`config.mk`:
```
export PLATFORM = sky130hd
export DESIGN_NAME = iter_mdu
export DESIGN_NICKNAME = d
export VERILOG_FILES = /design/src/rtl/iter_mdu_pkg.sv /design/src/rtl/mdu_signfix.sv /design/src/rtl/iter_mdu.sv
export SDC_FILE = /design/constraint.sdc
export NUM_CORES = 1
export LEC_CHECK = 0
export CAP_MARGIN = 20
export CORE_MARGIN = 1
export CORE_UTILIZATION = 50
export CTS_CLUSTER_DIAMETER = 40
export DETAILED_ROUTE_END_ITERATION = 10
export GPL_ROUTABILITY_DRIVEN = 0
export PLACE_DENSITY_LB_ADDON = 0.15
export SYNTH_ARGS = -nofsm -noshare
export SYNTH_HDL_FRONTEND = slang
export SYNTH_SLANG_ARGS = --single-unit
```
`constraint.sdc`:
```
create_clock -name clk -period 5.1 [get_ports clk]
set_input_delay 0.765 -clock clk [delete_from_list [all_inputs] [get_ports clk]]
set_output_delay 0.765 -clock clk [all_outputs]
set_load 0.01 [all_outputs]
```
`src/rtl/iter_mdu_pkg.sv`:
```
// rtl/iter_mdu_pkg.sv - shared op/state types and helpers for the iterative mul/div unit
package iter_mdu_pkg;

  typedef enum logic [1:0] {
    MULT  = 2'd0,
    MULTU = 2'd1,
    DIV   = 2'd2,
    DIVU  = 2'd3
  } mdu_op_t;

  typedef enum logic [1:0] {
    IDLE = 2'd0,
    CALC = 2'd1,
    DONE = 2'd2
  } mdu_state_t;

  function automatic logic op_is_div(mdu_op_t op);
    return (op == DIV) || (op == DIVU);
  endfunction

  function automatic logic op_is_signed(mdu_op_t op);
    return (op == MULT) || (op == DIV);
  endfunction

endpackage

```
`src/rtl/mdu_signfix.sv`:
```
// rtl/mdu_signfix.sv - combinational two's-complement negate when neg is set
module mdu_signfix #(
  parameter int W = 32
) (
  input  logic [W-1:0] din,
  input  logic         neg,
  output logic [W-1:0] dout
);

  localparam logic [W-1:0] ONE = {{(W-1){1'b0}}, 1'b1};

  // Negation is ~x + 1; the most-negative value maps onto itself, which the
  // unsigned datapath relies on for abs().
  always_comb begin
    dout = neg ? ((~din) + ONE) : din;
  end

endmodule

```
`src/rtl/iter_mdu.sv`:
```
// rtl/iter_mdu.sv - radix-2 iterative multiply/divide unit with fixed WIDTH+1 latency
module iter_mdu
  import iter_mdu_pkg::*;
#(
  parameter int WIDTH = 32,
  parameter int CNT_W = $clog2(WIDTH) + 1
) (
  input  logic             clk,
  input  logic             resetn,
  input  logic             flush,
  input  logic             req_valid,
  output logic             req_ready,
  input  logic [1:0]       req_op,
  input  logic [WIDTH-1:0] src_a,
  input  logic [WIDTH-1:0] src_b,
  output logic             res_valid,
  input  logic             res_ready,
  output logic [WIDTH-1:0] res_hi,
  output logic [WIDTH-1:0] res_lo,
  output logic             busy
);

  localparam logic [CNT_W-1:0] CNT_LAST = CNT_W'(WIDTH - 1);
  localparam logic [CNT_W-1:0] CNT_ONE  = CNT_W'(1);

  mdu_state_t       state_q, state_d;
  mdu_op_t          op_q, op_d;
  logic [CNT_W-1:0] cnt_q, cnt_d;
  // hi: product upper half / partial remainder; lo: multiplier / dividend-quotient
  logic [WIDTH-1:0] hi_q, hi_d;
  logic [WIDTH-1:0] lo_q, lo_d;
  // |a| for multiply (the addend), |b| for divide (the divisor)
  logic [WIDTH-1:0] opnd_q, opnd_d;
  logic             neg_lo_q, neg_lo_d;
  logic             neg_hi_q, neg_hi_d;
  logic [WIDTH-1:0] res_hi_q, res_hi_d;
  logic [WIDTH-1:0] res_lo_q, res_lo_d;

  mdu_op_t          req_op_e;
  logic             req_signed;
  logic             a_neg, b_neg;
  logic [WIDTH-1:0] abs_a, abs_b;

  logic [WIDTH-1:0]   mul_add;
  logic [WIDTH:0]     mul_sum;
  logic [WIDTH:0]     div_shift;
  logic [WIDTH:0]     div_diff;
  logic [WIDTH-1:0]   step_hi, step_lo;
  logic [2*WIDTH-1:0] prod_fix;
  logic [WIDTH-1:0]   quo_fix, rem_fix;

  // Operand sign decode for the incoming request.
  always_comb begin
    req_op_e   = mdu_op_t'(req_op);
    req_signed = op_is_signed(req_op_e);
    a_neg      = req_signed & src_a[WIDTH-1];
    b_neg      = req_signed & src_b[WIDTH-1];
  end

  mdu_signfix #(.W(WIDTH)) u_abs_a (.din(src_a), .neg(a_neg), .dout(abs_a));
  mdu_signfix #(.W(WIDTH)) u_abs_b (.din(src_b), .neg(b_neg), .dout(abs_b));

  // One radix-2 step: shift-add for multiply, restoring subtract for divide.
  always_comb begin
    mul_add   = lo_q[0] ? opnd_q : '0;
    mul_sum   = {1'b0, hi_q} + {1'b0, mul_add};
    div_shift = {hi_q, lo_q[WIDTH-1]};
    div_diff  = div_shift - {1'b0, opnd_q};
    if (op_is_div(op_q)) begin
      if (!div_diff[WIDTH]) begin
        step_hi = div_diff[WIDTH-1:0];
        step_lo = {lo_q[WIDTH-2:0], 1'b1};
      end else begin
        step_hi = div_shift[WIDTH-1:0];
        step_lo = {lo_q[WIDTH-2:0], 1'b0};
      end
    end else begin
      step_hi = mul_sum[WIDTH:1];
      step_lo = {mul_sum[0], lo_q[WIDTH-1:1]};
    end
  end

  mdu_signfix #(.W(2*WIDTH)) u_fix_prod (.din({step_hi, step_lo}), .neg(neg_lo_q), .dout(prod_fix));
  mdu_signfix #(.W(WIDTH))   u_fix_quo  (.din(step_lo), .neg(neg_lo_q), .dout(quo_fix));
  mdu_signfix #(.W(WIDTH))   u_fix_rem  (.din(step_hi), .neg(neg_hi_q), .dout(rem_fix));

  // Next-state and datapath control; flush overrides everything.
  always_comb begin
    state_d  = state_q;
    op_d     = op_q;
    cnt_d    = cnt_q;
    hi_d     = hi_q;
    lo_d     = lo_q;
    opnd_d   = opnd_q;
    neg_lo_d = neg_lo_q;
    neg_hi_d = neg_hi_q;
    res_hi_d = res_hi_q;
    res_lo_d = res_lo_q;

    case (state_q)
      IDLE: begin
        if (req_valid && !flush) begin
          state_d = CALC;
          op_d    = req_op_e;
          cnt_d   = '0;
          hi_d    = '0;
          if (op_is_div(req_op_e)) begin
            lo_d     = abs_a;
            opnd_d   = abs_b;
            // A zero divisor keeps the all-ones quotient unsigned.
            neg_lo_d = (a_neg ^ b_neg) & (src_b != '0);
            neg_hi_d = a_neg;
          end else begin
            lo_d     = abs_b;
            opnd_d   = abs_a;
            neg_lo_d = a_neg ^ b_neg;
            neg_hi_d = 1'b0;
          end
        end
      end
      CALC: begin
        hi_d  = step_hi;
        lo_d  = step_lo;
        cnt_d = cnt_q + CNT_ONE;
        if (cnt_q == CNT_LAST) begin
          state_d = DONE;
          if (op_is_div(op_q)) begin
            res_hi_d = rem_fix;
            res_lo_d = quo_fix;
          end else begin
            res_hi_d = prod_fix[2*WIDTH-1:WIDTH];
            res_lo_d = prod_fix[WIDTH-1:0];
          end
        end
      end
      DONE: begin
        if (res_ready) begin
          state_d = IDLE;
        end
      end
      default: state_d = IDLE;
    endcase

    if (flush) begin
      state_d  = IDLE;
      cnt_d    = '0;
      res_hi_d = '0;
      res_lo_d = '0;
    end
  end

  // State and datapath registers with asynchronous active-low reset.
  always_ff @(posedge clk or negedge resetn) begin
    if (!resetn) begin
      state_q  <= IDLE;
      op_q     <= MULT;
      cnt_q    <= '0;
      hi_q     <= '0;
      lo_q     <= '0;
      opnd_q   <= '0;
      neg_lo_q <= 1'b0;
      neg_hi_q <= 1'b0;
      res_hi_q <= '0;
      res_lo_q <= '0;
    end else begin
      state_q  <= state_d;
      op_q     <= op_d;
      cnt_q    <= cnt_d;
      hi_q     <= hi_d;
      lo_q     <= lo_d;
      opnd_q   <= opnd_d;
      neg_lo_q <= neg_lo_d;
      neg_hi_q <= neg_hi_d;
      res_hi_q <= res_hi_d;
      res_lo_q <= res_lo_d;
    end
  end

  // Outputs come straight from registers.
  always_comb begin
    req_ready = (state_q == IDLE);
    busy      = (state_q != IDLE);
    res_valid = (state_q == DONE);
    res_hi    = res_hi_q;
    res_lo    = res_lo_q;
  end

endmodule

```
==> impl_metrics.py, run 1 <==
metrics = {
    "timing": {
        "hold_viol_final": 0,
        "slew_violations": 0,
        "worstMarginPinSlew_ns": 1.05,
        "fin_crit_ns": 5.09,
        "slew_headroom_pct": 29.8,
        "finalCritPeriodShare_pct": 99.7,
        "max_freq_ghz": 0.197,
        "skew_ns": 0.0198,
        "setup_viol": 0,
    },
    "floorplan": {
        "rows": 64,
        "core_area_um2": 30700,
        "fp.dieH_um": 179,
        "dieArea_um2": 31900,
        "die_x_um": 179,
        "initial_core_util_pct": 50.9,
        "top_level_ports": 138,
    },
    "outcome": {
        "status": "completed",
    },
    "synthesis": {
        "syn-cell-area_um2": 15600,
        "async_reset_ff_share_pct": 100,
        "syn_avg_cell_area_um2": 7.60,
        "yosys_warnings": 0,
        "ys_ff_latch": 171,
        "seq_area_frac_synth_pct": 27.4,
        "syn-num-nets": 2196,
        "yosysUniqueCellTypes": 92,
        "synth_edf_count": 0,
        "syn_inst": 2054,
        "synth-main-ff-cell": "dfrtp_1",
    },
    "global_routing": {
        "grt_max_degree": 126,
        "antenna_found_initial": 1,
        "grt_pass1_wl_um": 86900,
        "overflow": 0,
        "gr-usage-all-layers_pct": 35.5,
        "grt_pass1_vias": 15900,
    },
    "detailed_routing": {
        "num_vias": 16800,
        "wl_per_cell_um": 20.9,
        "drt_iter0_drc": 1776,
        "first_pass_iters": 5,
        "route.final.wire_length_um": 56000,
        "avgViaCountPerCell": 6.27,
        "drc": 0,
        "ant_nets": 0,
    },
    "cts": {
        "cts_tree": "built",
        "htree_levels": 4,
        "cts-root-buf": "clkbuf_16",
        "clkLatencyLatePin_ns": 0.46,
        "cts_buffer_depth": 2,
        "clkSinkCount": 171,
        "hold_buffers": 0,
        "clk_pin_slew_ns": 0.07,
        "cts-buffers-inserted": 17,
    },
    "job": {
        "drv_cap": 0,
    },
    "cells_and_area": {
        "fillers": 2663,
        "design_area_um2": 19300,
        "antenna_cells": 0,
        "final_layout_size_suffix_gt1_share_pct": 13.4,
        "area_delta_synth_final_pct": 23.4,
        "instances_no_fill": 2682,
        "nets": 2415,
    },
    "placement": {
        "dpl.cell_count": 2630,
        "dp_hpwl_um": 42600,
        "dpl_cell_area_um2": 18300,
        "port-buffer-count": 137,
    },
    "pwr": {
        "pwr-share-clk_pct": 12.9,
        "power_frac_comb_pct": 68.5,
        "vdd_ir_drop_max_v": 0.000350,
        "p_sw_share_pct": 50.9,
        "powerDensity_nw_per_um2": 544,
        "p_int_mw": 5.14,
        "power.switching_mw": 5.33,
        "power.total_mw": 10.5,
        "p_leak_nw": 8.07,
        "p_seq_share_pct": 18.6,
    },
    "critical_path": {
        "path_class": "flip-flop to flip-flop",
        "r2r-start": "opnd_q[11]$_DFFE_PN0P_",
        "cp-end-kind": "flip-flop",
        "worst_r2r_path_depth": 26,
        "cp.required_ns": 5.47,
        "r2r_slack_ns": 0.01,
        "crit_fanout": 3,
        "timing.rr.end": "res_hi[16]$_DFFE_PN0P_",
        "crit_arrival_ns": 5.46,
        "start_kind": "flip-flop",
        "setup.worst_path.start": "opnd_q[11]$_DFFE_PN0P_",
    },
    "hold_path": {
        "hold_class": "primary input to asynchronous set/reset pin",
    },
}
==> area by class of cell <==
class	instances	area [um2]	share of cell area, %
clock buffers	18	439	2.28
clock inverters	14	165	0.857
inverters	60	225	1.17
multi-input cells	1704	10900	56.5
flip-flops and latches	171	4290	22.2
well taps	396	495	2.57
repair buffers	319	2760	14.3
==> stage by stage <==
stage / util [%] / setup WS (ns) / hold slack, ns / TNS [ns]
global placement: 59.5 / 0.00958 / 0.482 / 0
CTS: 61.7 / 0.0267 / 0.410 / 0
floorplan: - / 0.0488 / 0.464 / 0
global route: 62.8 / -0.234 / 0.434 / -1.78
detailed placement: 59.5 / -0.128 / 0.490 / -0.557
finish: 62.8 / 0.0129 / 0.365 / 0
==> cell usage in the layout (no fill, tap or decap), types with 8 or more instances in the layout <==
master and instances:
a211oi_1 32, a21o_1 26, a21oi_1 192, a31oi_1 27
and2_1 39, and3_1 17, and4_1 8, buf_4 180
clkbuf_16 17, clkdlybuf4s50_1 134, dfrtp_1 168, ha_1 59
ha_4 8, inv_1 55, mux2i_1 42, nand2_1 293
nand2b_1 9, nand3_1 63, nand4_1 24, nor2_1 149
nor2b_1 21, nor3_1 49, nor3b_1 10, nor4_1 18
o211ai_1 19, o21a_1 11, o21ai_0 183, o21bai_1 12
o221ai_1 33, o31ai_1 24, or3_1 20, or4_1 8
xnor2_1 70, xor2_1 73
==> synthesized netlist by cell type (6+ instances only) <==
library cell / n / area (um2)
a211oi_1: 36 / 270
a21boi_0: 7 / 52.6
a21o_1: 26 / 195
a21oi_1: 196 / 981
a221oi_1: 7 / 61.3
a31o_2: 6 / 52.6
a31oi_1: 27 / 169
and2_1: 39 / 244
and3_1: 18 / 113
and4_1: 8 / 70.1
buf_1: 10 / 37.5
clkbuf_1: 100 / 375
dfrtp_1: 171 / 4280
ha_1: 69 / 863
inv_1: 58 / 218
mux2_2: 7 / 78.8
mux2i_1: 42 / 420
nand2_1: 295 / 1110
nand2b_1: 11 / 68.8
nand3_1: 65 / 325
nand3b_1: 6 / 45.0
nand4_1: 24 / 150
nor2_1: 154 / 578
nor2b_1: 21 / 131
nor3_1: 51 / 255
nor3b_1: 11 / 82.6
nor4_1: 18 / 113
o2111ai_1: 7 / 61.3
o211ai_1: 19 / 143
o21a_1: 11 / 82.6
o21ai_0: 185 / 926
o21bai_1: 12 / 90.1
o221ai_1: 34 / 298
o31ai_1: 27 / 203
o41ai_1: 7 / 61.3
or2_2: 6 / 37.5
or3_1: 21 / 131
or4_1: 8 / 60.1
xnor2_1: 70 / 613
xor2_1: 73 / 639
==> power groups by stage <==
stage          combinational, mW  clock [mW]  sequential [mW]
5_1_grt                     7.69        1.40             1.99
2_1_floorplan               4.26           0             1.85
3_5_place_dp                6.66           0             1.95
3_3_place_gp                6.59           0             1.93
6_report                    7.17        1.35             1.95
4_1_cts                     6.76        1.36             1.93
==> metal layers <==
layer | routed length, um | vias to the layer above | global-route usage, %
met4 | 3690 | 0 | 21.9
met3 | 4240 | 175 | 5.41
met5 | 0 | - | 0
met2 | 25200 | 769 | 56.4
li1 | - | 7917 | -
met1 | 22800 | 7950 | 45.3
==> flip-flops by register name (all words and copies together) (netlist names) <==
signal,flops
res_hi,32
hi_q,32
neg_hi_q,1
opnd_q,32
state_q,2
lo_q,32
cnt_q,6
neg_lo_q,1
res_lo,32
op_q,1
==> worst max-delay path, stage by stage, from the launching register on <==
cell and delay, ns:
dfrtp_1 0.39, inv_1 0.11, ha_4 0.22, buf_4 0.14, a21oi_1 0.25, o211ai_1 0.20
a21oi_2 0.20, buf_4 0.14, a2111oi_4 0.07, o31ai_2 0.33, nor2_4 0.09, a21oi_2 0.14
ha_2 0.20, nor3b_4 0.20, o221ai_2 0.13, nor3_1 0.19, and3_4 0.24, a21oi_2 0.06
nand2b_4 0.17, a311o_1 0.39, nor4_4 0.23, buf_4 0.19, buf_4 0.10, a41oi_1 0.14
xnor2_1 0.21, nand2_1 0.07, a21oi_1 0.19
==> worst max path at each step <==
stage | endpoint | slack (ns)
4_1_cts | res_hi[22]$_DFFE_PN0P_ | 0.03
2_1_floorplan | res_hi[24]$_DFFE_PN0P_ | 0.05
6_report | res_hi[16]$_DFFE_PN0P_ | 0.01
5_1_grt | res_hi[16]$_DFFE_PN0P_ | -0.23
3_5_place_dp | res_hi[24]$_DFFE_PN0P_ | -0.13
3_3_place_gp | res_hi[24]$_DFFE_PN0P_ | 0.01
==> kinds of logic after synthesis <==
| kind of cell | after synthesis | share of synthesized area (%) |
|---|---|---|
| muxes | 49 | 3.20 |
| buffers and inverters | 179 | 4.66 |
| adders and majority gates | 71 | 5.79 |
| and+or+nand+nor | 776 | 23.9 |
| DFF | 171 | 27.4 |
| AOI/OAI and AO/OA | 665 | 27.1 |
| xor gates and xnor gates | 143 | 8.02 |
==> timing repair <==
item	CTS	global route
endpoints found under the setup margin	9	16
gates resized for setup	7	44
pin swaps	7	22
buffers inserted	3	17
No activity file was read; power rests on OpenSTA's default activity.
==> run 2: changes to the inputs <==
- CTS_CLUSTER_DIAMETER: 40 -> 120
==> results of run 2 <==
Same layout as run 1: the final DEF is identical, and so are final timing and power.
==> run 3: changes to the inputs <==
- CORE_UTILIZATION: 50 -> 54
- SLEW_MARGIN: unset -> 20
==> run 3 against run 2 <==
First-iteration DRC count is 13% higher. Largest power group unchanged. Via count is 1.4% higher. Wire length hardly changed. Maximum frequency is 2.0% higher. Highest routed layer unchanged. Die area is 7.3% lower. Sequential power hardly changed. Setup slack better by 0.098 ns. Critical path depth is 4 lower. Critical endpoint is now res_hi[26]$_DFFE_PN0P_. Worst hold slack worse by 0.034 ns. Sequential share of layout area is 0.093 points higher. Flip-flop and latch count stayed put.
==> impl_metrics.py, run 3 (synthesis results as in run 1) <==
metrics = {
    "critical_path": {
        "cp-end-kind": "flip-flop",
        "r2r_slack_ns": 0.11,
        "path_class": "flip-flop to flip-flop",
        "crit_fanout": 4,
        "cp.required_ns": 5.41,
        "timing.rr.end": "res_hi[26]$_DFFE_PN0P_",
        "worst_r2r_path_depth": 22,
        "start_kind": "flip-flop",
        "r2r-start": "opnd_q[13]$_DFFE_PN0P_",
        "crit_arrival_ns": 5.30,
    },
    "cells_and_area": {
        "instances_no_fill": 2655,
        "area_delta_synth_final_pct": 22.9,
        "fillers": 2432,
        "layout_common_cells": "nand2_1, a21oi_1, o21ai_0, buf_4, dfrtp_1",
        "final_layout_size_suffix_gt1_share_pct": 13.2,
        "final_common_cell": "nand2_1",
        "nets": 2405,
    },
    "pwr": {
        "vdd_ir_drop_max_v": 0.000384,
        "p_leak_nw": 8.03,
        "power.total_mw": 10.6,
        "powerDensity_nw_per_um2": 555,
    },
    "detailed_routing": {
        "drc": 0,
        "avgViaCountPerCell": 6.42,
        "first_pass_iters": 7,
        "ant_nets": 0,
        "num_vias": 17000,
        "drt_iter0_drc": 2010,
        "route.final.wire_length_um": 56000,
        "wl_per_cell_um": 21.1,
    },
    "cts": {
        "clk_pin_slew_ns": 0.08,
        "clkSinkCount": 171,
        "htree_levels": 4,
        "cts_tree": "built",
        "cts_buffer_depth": 2,
        "cts-root-buf": "clkbuf_16",
        "clkLatencyLatePin_ns": 0.46,
        "hold_buffers": 0,
        "cts-buffers-inserted": 17,
    },
    "hold_path": {
        "hold_class": "primary input to asynchronous set/reset pin",
    },
    "timing": {
        "slew_violations": 0,
        "setup_viol": 0,
        "hold_viol_final": 0,
        "finalSetupTns_ns": 0,
        "finalCritPeriodShare_pct": 97.8,
        "fin_crit_ns": 4.99,
        "max_freq_ghz": 0.200,
        "rsz0062_at_grt": "true",
        "worstMarginPinSlew_ns": 1.09,
        "slew_headroom_pct": 26.8,
        "skew_ns": 0.0121,
        "fin_ws_ns": 0.111,
    },
    "global_routing": {
        "grt_max_degree": 126,
        "gr-usage-all-layers_pct": 38.3,
        "antenna_found_initial": 1,
        "grt_pass1_wl_um": 87300,
        "grt_pass1_vias": 15900,
        "overflow": 0,
    },
    "placement": {
        "preCtsSetupSlack_ns": -0.0507,
        "dpl.cell_count": 2609,
        "port-buffer-count": 137,
        "dp_hpwl_um": 42200,
    },
    "job": {
        "drv_cap": 0,
    },
    "floorplan": {
        "core_area_um2": 28100,
        "die_x_um": 172,
        "rows": 61,
        "fp.dieH_um": 172,
        "dieArea_um2": 29600,
        "top_level_ports": 138,
        "initial_core_util_pct": 55.6,
    },
    "outcome": {
        "status": "completed",
    },
}
## run 3: cell count changes in the layout (fill, tap and decap cells not counted), moves of 2 or more
cell,before,now
nand2_4,0,2
ha_1,59,57
inv_8,2,5
a211oi_2,5,3
nand2_2,4,2
a211oi_1,32,34
inv_6,6,1
buf_4,180,171
ha_2,2,5
## run 3: area by class of cell
type | count | area [um2] | share of cell area [%]
inverters | 60 | 225 | 1.17
clock buffers | 17 | 425 | 2.22
clock inverters | 15 | 199 | 1.04
flip-flops and latches | 171 | 4290 | 22.3
multi-input cells | 1704 | 10900 | 56.8
well taps | 378 | 473 | 2.47
repair buffers | 309 | 2670 | 13.9
diodes | 1 | 2.50 | 0.0130
## run 3: worst max-delay path by stage
stage | startpoint | to | cells past startpoint
4_1_cts | hi_q[6]$_DFFE_PN0P_ | res_hi[24]$_DFFE_PN0P_ | 22
3_5_place_dp | lo_q[31]$_DFFE_PN0P_ | res_hi[18]$_DFFE_PN0P_ | 24
2_1_floorplan | hi_q[12]$_DFFE_PN0P_ | res_hi[24]$_DFFE_PN0P_ | 21
3_3_place_gp | lo_q[31]$_DFFE_PN0P_ | res_hi[18]$_DFFE_PN0P_ | 24
5_1_grt | opnd_q[13]$_DFFE_PN0P_ | res_hi[26]$_DFFE_PN0P_ | 22
6_report | opnd_q[13]$_DFFE_PN0P_ | res_hi[26]$_DFFE_PN0P_ | 22
## run 3: timing repair
action                     CTS  global route
resized for setup            8            45
setup endpoints to repair    6            21
pin swaps                    5            22
buffers inserted             1            12
## run 3: stage by stage
step           instance area, um2  utilization [%]  hold slack [ns]
6_report                    19200             68.3            0.331
3_3_place_gp                18200             64.8            0.482
3_5_place_dp                18200             64.8            0.487
5_1_grt                     19200             68.3            0.400
2_1_floorplan               15600                -            0.464
4_1_cts                     18900             67.2            0.401
## run 3: critical path: stages (launching register included)
cell      delay (ns)
dfrtp_1         0.41
inv_2           0.07
ha_4            0.29
nand2_4         0.05
or3_4           0.40
o21bai_4        0.18
a2111o_1        0.46
a21oi_4         0.21
nor2_4          0.07
a21oi_2         0.14
ha_2            0.20
nor3b_4         0.21
o221ai_2        0.14
nor3_1          0.18
and3_4          0.23
a21oi_2         0.06
nand2b_4        0.16
a311o_1         0.39
nor4_4          0.25
nand3_2         0.21
o31ai_4         0.28
xor2_1          0.16
a211oi_1        0.08
## run 3: report_power, final
group / switching (mW) / internal [mW]
sequential: 0.352 / 1.61
combinational: 4.39 / 2.90
clock: 0.684 / 0.711
total: 5.42 / 5.22
## run 3: per-layer routing
layer | GRT usage [%] | vias up | share of wire, % | routed length (um)
li1 | - | 7903 | - | -
met1 | 47.9 | 8037 | 39 | 22000
met2 | 58.4 | 870 | 44 | 24600
met3 | 9.98 | 231 | 9.5 | 5300
met4 | 25.0 | 0 | 7.3 | 4070
met5 | 0 | - | 0 | 0
